===== src/rtl/seg7_scan.sv =====
// seg7_scan: time-multiplexed scan controller for an 8-digit common-anode 7-segment display.
// Latency: all outputs are registered from the prescaler/index/shadow state, one cycle behind the counter.
// Backpressure: none; free-running scan. Inputs are sampled once per frame into shadow registers.
//
// Ports:
//   CLK   - system clock, rising edge
//   RST   - asynchronous active-high reset
//   DATA  - 8 packed nibbles, digit i = DATA[4i+3:4i], digit 0 rightmost
//   DOTS  - per-digit decimal point request
//   DIGEN - per-digit enable; a disabled digit stays dark
//   LZB   - leading-zero blanking enable
//   DIN   - nibble to the hex-to-segment decoder (always the current digit's value)
//   EN    - decoder enable, 0 blanks the segments
//   DOT   - decimal point request to the decoder
//   nAN   - active-low anode select, never more than one bit low
//   FRAME - one-cycle pulse marking the start of a new frame
module seg7_scan #(
  parameter int SCAN_DIV  = 50000,  // clock cycles per digit slot, >= 2
  parameter int BLANK_CYC = 500     // dead-time cycles at slot start, 1 <= BLANK_CYC < SCAN_DIV
) (
  input  logic        CLK,
  input  logic        RST,
  input  logic [31:0] DATA,
  input  logic [7:0]  DOTS,
  input  logic [7:0]  DIGEN,
  input  logic        LZB,
  output logic [3:0]  DIN,
  output logic        EN,
  output logic        DOT,
  output logic [7:0]  nAN,
  output logic        FRAME
);

  localparam int CW = (SCAN_DIV > 2) ? $clog2(SCAN_DIV) : 1;
  localparam logic [CW-1:0] CNT_MAX   = CW'(SCAN_DIV - 1);
  localparam logic [CW-1:0] BLANK_END = CW'(BLANK_CYC);

  // Prescaler and digit index
  logic [CW-1:0] cnt;
  logic [2:0]    idx;
  logic          first;

  // Per-frame snapshot of the inputs
  logic [31:0]   sdata;
  logic [7:0]    sdots;
  logic [7:0]    sdigen;
  logic          slzb;

  logic          wrap;       // last cycle of the current slot
  logic          frame_end;  // last cycle of slot 7
  logic          load;

  assign wrap      = (cnt == CNT_MAX);
  assign frame_end = wrap && (idx == 3'd7);
  // The very first frame after reset has no preceding wrap, so it is
  // snapshotted on the first cycle instead.
  assign load      = first | frame_end;

  // ---------------------------------------------------------------------
  // Prescaler / index
  // ---------------------------------------------------------------------
  always_ff @(posedge CLK or posedge RST) begin
    if (RST) begin
      cnt <= '0;
      idx <= 3'd0;
    end else if (wrap) begin
      cnt <= '0;
      idx <= idx + 3'd1;  // 7 wraps naturally to 0
    end else begin
      cnt <= cnt + 1'b1;
    end
  end

  // ---------------------------------------------------------------------
  // Snapshot registers
  // ---------------------------------------------------------------------
  always_ff @(posedge CLK or posedge RST) begin
    if (RST) begin
      first  <= 1'b1;
      sdata  <= '0;
      sdots  <= '0;
      sdigen <= '0;
      slzb   <= 1'b0;
    end else begin
      if (load) begin
        sdata  <= DATA;
        sdots  <= DOTS;
        sdigen <= DIGEN;
        slzb   <= LZB;
      end
      first <= 1'b0;
    end
  end

  // ---------------------------------------------------------------------
  // Leading-zero blanking
  // A digit is "blankable" if it is disabled, or it is a zero without a dot.
  // The blank chain runs from digit 7 downward and stops at the first
  // non-blankable digit; digit 0 is always kept so a value of 0 still shows.
  // ---------------------------------------------------------------------
  logic [7:0] zero;
  logic [7:0] lz;
  logic       chain;

  always_comb begin
    zero  = '0;
    lz    = '0;
    chain = slzb;
    for (int j = 0; j < 8; j++) begin
      zero[j] = ~sdigen[j] | ((sdata[4*j +: 4] == 4'd0) & ~sdots[j]);
    end
    for (int i = 7; i >= 1; i--) begin
      chain = chain & zero[i];
      lz[i] = chain;
    end
  end

  // ---------------------------------------------------------------------
  // Next-output decode for the current slot/phase
  // ---------------------------------------------------------------------
  logic [3:0] nib;
  logic       vis;
  logic       in_blank;
  logic [3:0] din_nxt;
  logic       en_nxt;
  logic       dot_nxt;
  logic [7:0] nan_nxt;

  assign nib      = sdata[{idx, 2'b00} +: 4];
  assign vis      = sdigen[idx] & ~lz[idx];
  assign in_blank = (cnt < BLANK_END);

  always_comb begin
    din_nxt = nib;  // the decoder input follows the digit even while dark
    en_nxt  = 1'b0;
    dot_nxt = 1'b0;
    nan_nxt = 8'hFF;
    if (!in_blank) begin
      en_nxt       = vis;
      dot_nxt      = vis & sdots[idx];
      nan_nxt[idx] = ~vis;
    end
  end

  // ---------------------------------------------------------------------
  // Output registers. A single index drives the anode decode, so at most
  // one anode can ever be low.
  // ---------------------------------------------------------------------
  always_ff @(posedge CLK or posedge RST) begin
    if (RST) begin
      DIN   <= 4'd0;
      EN    <= 1'b0;
      DOT   <= 1'b0;
      nAN   <= 8'hFF;
      FRAME <= 1'b0;
    end else begin
      DIN   <= din_nxt;
      EN    <= en_nxt;
      DOT   <= dot_nxt;
      nAN   <= nan_nxt;
      FRAME <= frame_end;
    end
  end

endmodule


===== config.mk =====
export PLATFORM = sky130hd
export DESIGN_NAME = seg7_scan
export DESIGN_NICKNAME = d
export VERILOG_FILES = /design/src/rtl/seg7_scan.sv
export SDC_FILE = /design/constraint.sdc
export NUM_CORES = 1
export LEC_CHECK = 0
export ABC_AREA = 0
export BUFFER_PORTS_ARGS = -buffer_cell sky130_fd_sc_hd__buf_2
export CAP_MARGIN = 20
export CORE_MARGIN = 2
export CORE_UTILIZATION = 56
export CTS_CLUSTER_SIZE = 12
export DETAILED_ROUTE_END_ITERATION = 8
export PLACE_DENSITY = 0.87
export RECOVER_POWER = 100
export SETUP_SLACK_MARGIN = 0.02
export SLEW_MARGIN = 20
export SYNTH_ARGS = -nofsm -noshare
export SYNTH_HDL_FRONTEND = slang
export SYNTH_SLANG_ARGS = --single-unit

===== constraint.sdc =====
create_clock -name CLK -period 3.2 [get_ports CLK]
set_input_delay 0.32 -clock CLK [delete_from_list [all_inputs] [get_ports CLK]]
set_output_delay 0.32 -clock CLK [all_outputs]
set_load 0.01 [all_outputs]

==> metrics.md <==
| Metric | Value |
|---|---|
| TritonCTS Sinks | 84 |
| Ant diodes | 0 |
| Setup Viol. Count Final | 0 |
| Sequential share of the synthesized area | 55.2% |
| 1st-pass router iterations | 4 |
| RD Place Congestion | between 0.8 and 0.9 |
| Wirelength per Cell | between 15 and 20 um |
| Crit. End Element | register |
| Fin nets | about 410 |
| Row cnt | 30 |
| Cell chosen for the clock root | clkbuf_8 |
| Initial antenna violation count | 0 |
| CTS tree | yes |
| Vias in the first global route | approximately 2700 |
| Crit path DAT | approximately 3.1 ns |
| Critical path launch point type | register |
| Core Box Area | between 6000 and 7000 um^2 |
| Setup bufs post-CTS | 0 |
| Die ar. | roughly 7500 um^2 |
| Area of the multi-input gates | ~1600 um^2 |
| Vias per Instance | between 5 and 6 |
| Final ANT Viol Nets | 0 |
| Mapped Cells | about 290 |
| # resized after CTS | 0 |
| Net Sw Frac | between 20 and 25% |
| Fillers | 507 |
| Worst vdd ir | 0.000306 V |
| Syn avg cell area | roughly 13 um^2 |
| RSZ-0062 raised after global routing | false |
| Clk_skew | 0.00954 ns |
| CTS clk-pin slew, worst paths | roughly 0.09 ns |
| Io pins | 66 |
| Post-synthesis register bit count | 84 |
| Switching pwr | approximately 520 uW |
| Global Route Usage Sum | approximately a quarter |
| TritonCTS Buffers | 9 |
| Final max-slew violation count | 67 |
| PD cells | ~530 nW/um^2 |
| Iter 0 DRT Violations | 233 |
| Area after DPL | between 4000 and 5000 um^2 |
| Final instance area | 4410 um^2 |
| Detailed placement HPWL | 5630 um |
| Final hold vios | 0 |
| CP required | 3.44 ns |
| HP Class | in2reg |
| CP Class | reg2reg |
| Tmin final | around 2.9 ns |
| Top_reg_cell synth | dfrtp_1 |
| Failing checks | capacitance limit, slew limit |
| TNS Setup | 0 ns |
| Clk pwr share | approximately two fifths |
| Hold buffer count at cts | 0 |
| Synth Cell Area | approximately 3800 um^2 |
| Die Width | roughly 87 um |
| Syn nets | 342 |
| Worst slew margin | -57.2% |
| Static leakage | approximately 0.0020 uW |
| Clock insertion delay at the later pin of the skew report | between 0.3 and 0.4 ns |
| Residual DRC | 0 |
| Async set-reset flop share out of synthesis | 100% |
| Total of max-cap violations | 1 |
| Part of the power in registers | about half |
| Largest net degree at the start of global routing | 67 |
| Die Ht | 86.7 um |
| Layout cells sized above 1 | between 30% and 40% |
| Status | complete, but fails checks |
| Clk buf depth | 2 |
| Logic gate share of total power | roughly 7.7% |
| H-tree levels | 3 |
| Initial Util | 56.9% |
| Yosys Warn Count | 0 |
| Sequential standard cell area | ~2100 um^2 |
| Fin crit share | 90.6% |
| Synth cell types | 41 |
| Vias post-DR | approximately 2600 |
| WL final | 8060 um |
| Internal power | ~1800 uW |
| Area growth syn-to-layout | 15.3% |
| Grt total ovfl | 0 |
| Number of synthesized flops with an enable pin | 0 |
| Critical path peak fanout | 30 |
| Max Clock Freq | roughly 0.34 GHz |
| Final cell utilization of the core | 65.7% |
| Power Total | about 2300 uW |
| Slew of the pin with the lowest slew margin | between 2 and 2.5 ns |
| PortBufs | 65 |
| First-pass GRT wire length | between 10000 and 15000 um |
[power by group through the flow]
stage | Clock [uW] | Combinational [uW] | Sequential, uW
2_1_floorplan | 0 | 137 | 1180
3_3_place_gp | 0 | 188 | 1200
3_5_place_dp | 0 | 196 | 1210
4_1_cts | 990 | 199 | 1190
5_1_grt | 1030 | 204 | 1190
6_report | 977 | 182 | 1190
[through the flow]
step	cells	hold WS (ns)	setup slack [ns]
after floorplan	288	0.455	0.730
after global placement	424	0.466	0.488
after detailed placement	424	0.494	0.390
after CTS	440	0.184	0.376
after global routing	440	0.191	0.107
final	440	0.178	0.301
[placed cells by master, fill, tap and decap left out, types with 2 or more instances in the layout]
master,Yosys,final
nand4_1,5,5
clkbuf_1,5,16
or4_1,8,8
o21ai_0,8,8
clkbuf_8,0,9
and4_1,2,2
inv_1,4,4
mux2_2,46,46
and3_1,3,3
clkinv_2,0,2
dfrtp_1,75,75
nand2b_1,2,2
nand2_1,8,8
mux4_2,8,8
xnor2_1,8,8
nor2b_1,3,3
dfstp_2,9,9
clkbuf_2,0,2
o211ai_1,6,6
mux2_1,0,10
buf_4,0,2
xor2_1,7,7
nand3_1,9,9
ha_1,3,3
nor3b_1,2,2
nor3_1,8,8
bufinv_16,0,4
nor2_1,21,21
a21oi_1,3,3
or3_1,2,2
buf_2,6,50
[synthesized netlist by cell type, drive strengths merged (2+ instances only)]
cell type	number	area [um^2]
nand4	5	31.3
dfstp	9	236
xnor2	8	70.1
and3	3	18.8
nand2	8	30.0
inv	4	15.0
buf	9	56.3
ha	3	37.5
nand3	9	45.0
nor3b	2	15.0
nor3	9	56.3
nor2b	3	18.8
o21ai	8	40.0
dfrtp	75	1880
o211ai	6	45.0
mux2	56	668
nor2	21	78.8
a21oi	4	23.8
or3	2	12.5
and2	2	12.5
clkbuf	5	18.8
or4	8	60.1
xor2	7	61.3
and4	2	17.5
nand2b	2	12.5
mux4	8	180
[registers in the layout, summed over array words and instances (netlist names)]
signal	count
DIN	4
DOT	1
EN	1
FRAME	1
cnt	16
first	1
idx	3
nAN	8
sdata	32
sdigen	8
sdots	8
slzb	1
[final timing paths]
path / startpoint / end / slack [ns] / cells after the start
hold / removal: DATA[15] / sdata[15] / 0.18 / 2
setup / recovery: cnt[0] / sdigen[6] / 0.30 / 6
setup reg to reg: cnt[0] / sdigen[6] / 0.30 / 6
max in group asynchronous: RST / sdigen[2] / 0.89 / 3
min in group asynchronous: RST / sdata[0] / 0.75 / 2
hold reg to reg: cnt[13] / cnt[13] / 0.50 / 1
[cell families (layout without fill, tap and decap cells)]
group / after synthesis / in the layout / share of synthesized area, %
flip-flops: 84 / 84 / 55.2
AO/OA/AOI/OAI: 23 / 23 / 3.99
multiplexers: 65 / 65 / 22.4
XOR/XNOR: 15 / 15 / 3.43
other: 1 / 1 / 0.0980
adder cells (fa/ha/maj): 3 / 3 / 0.981
AND/OR/NAND/NOR: 79 / 79 / 11.5
buffers and inverters: 18 / 90 / 2.35
[layer usage]
metal | up-vias | part of all wire (%) | GRT usage (%)
met2 | 110 | 50 | 38.3
met4 | 0 | 3.4 | 12.1
met3 | 25 | 6.2 | 4.10
met5 | - | 0 | 0
li1 | 1178 | - | -
met1 | 1277 | 40 | 30.5
[worst max-delay path: stages, from the launching register on]
cell and delay (ns):
dfrtp_1 0.41, ha_1 0.24, nand3_1 0.23, nor3_4 0.16
a21oi_4 0.77, clkbuf_2 0.56, mux2_2 0.40
[area by class of cell]
type / instances / area share (%)
multi-input cells: 186 / 36.0
flip-flops and latches: 84 / 47.9
clock inverters: 7 / 3.15
repair buffers: 70 / 7.60
well taps: 80 / 2.27
clock buffers: 9 / 2.81
inverters: 4 / 0.340
Note: power is estimated with default switching activity, not from simulation.
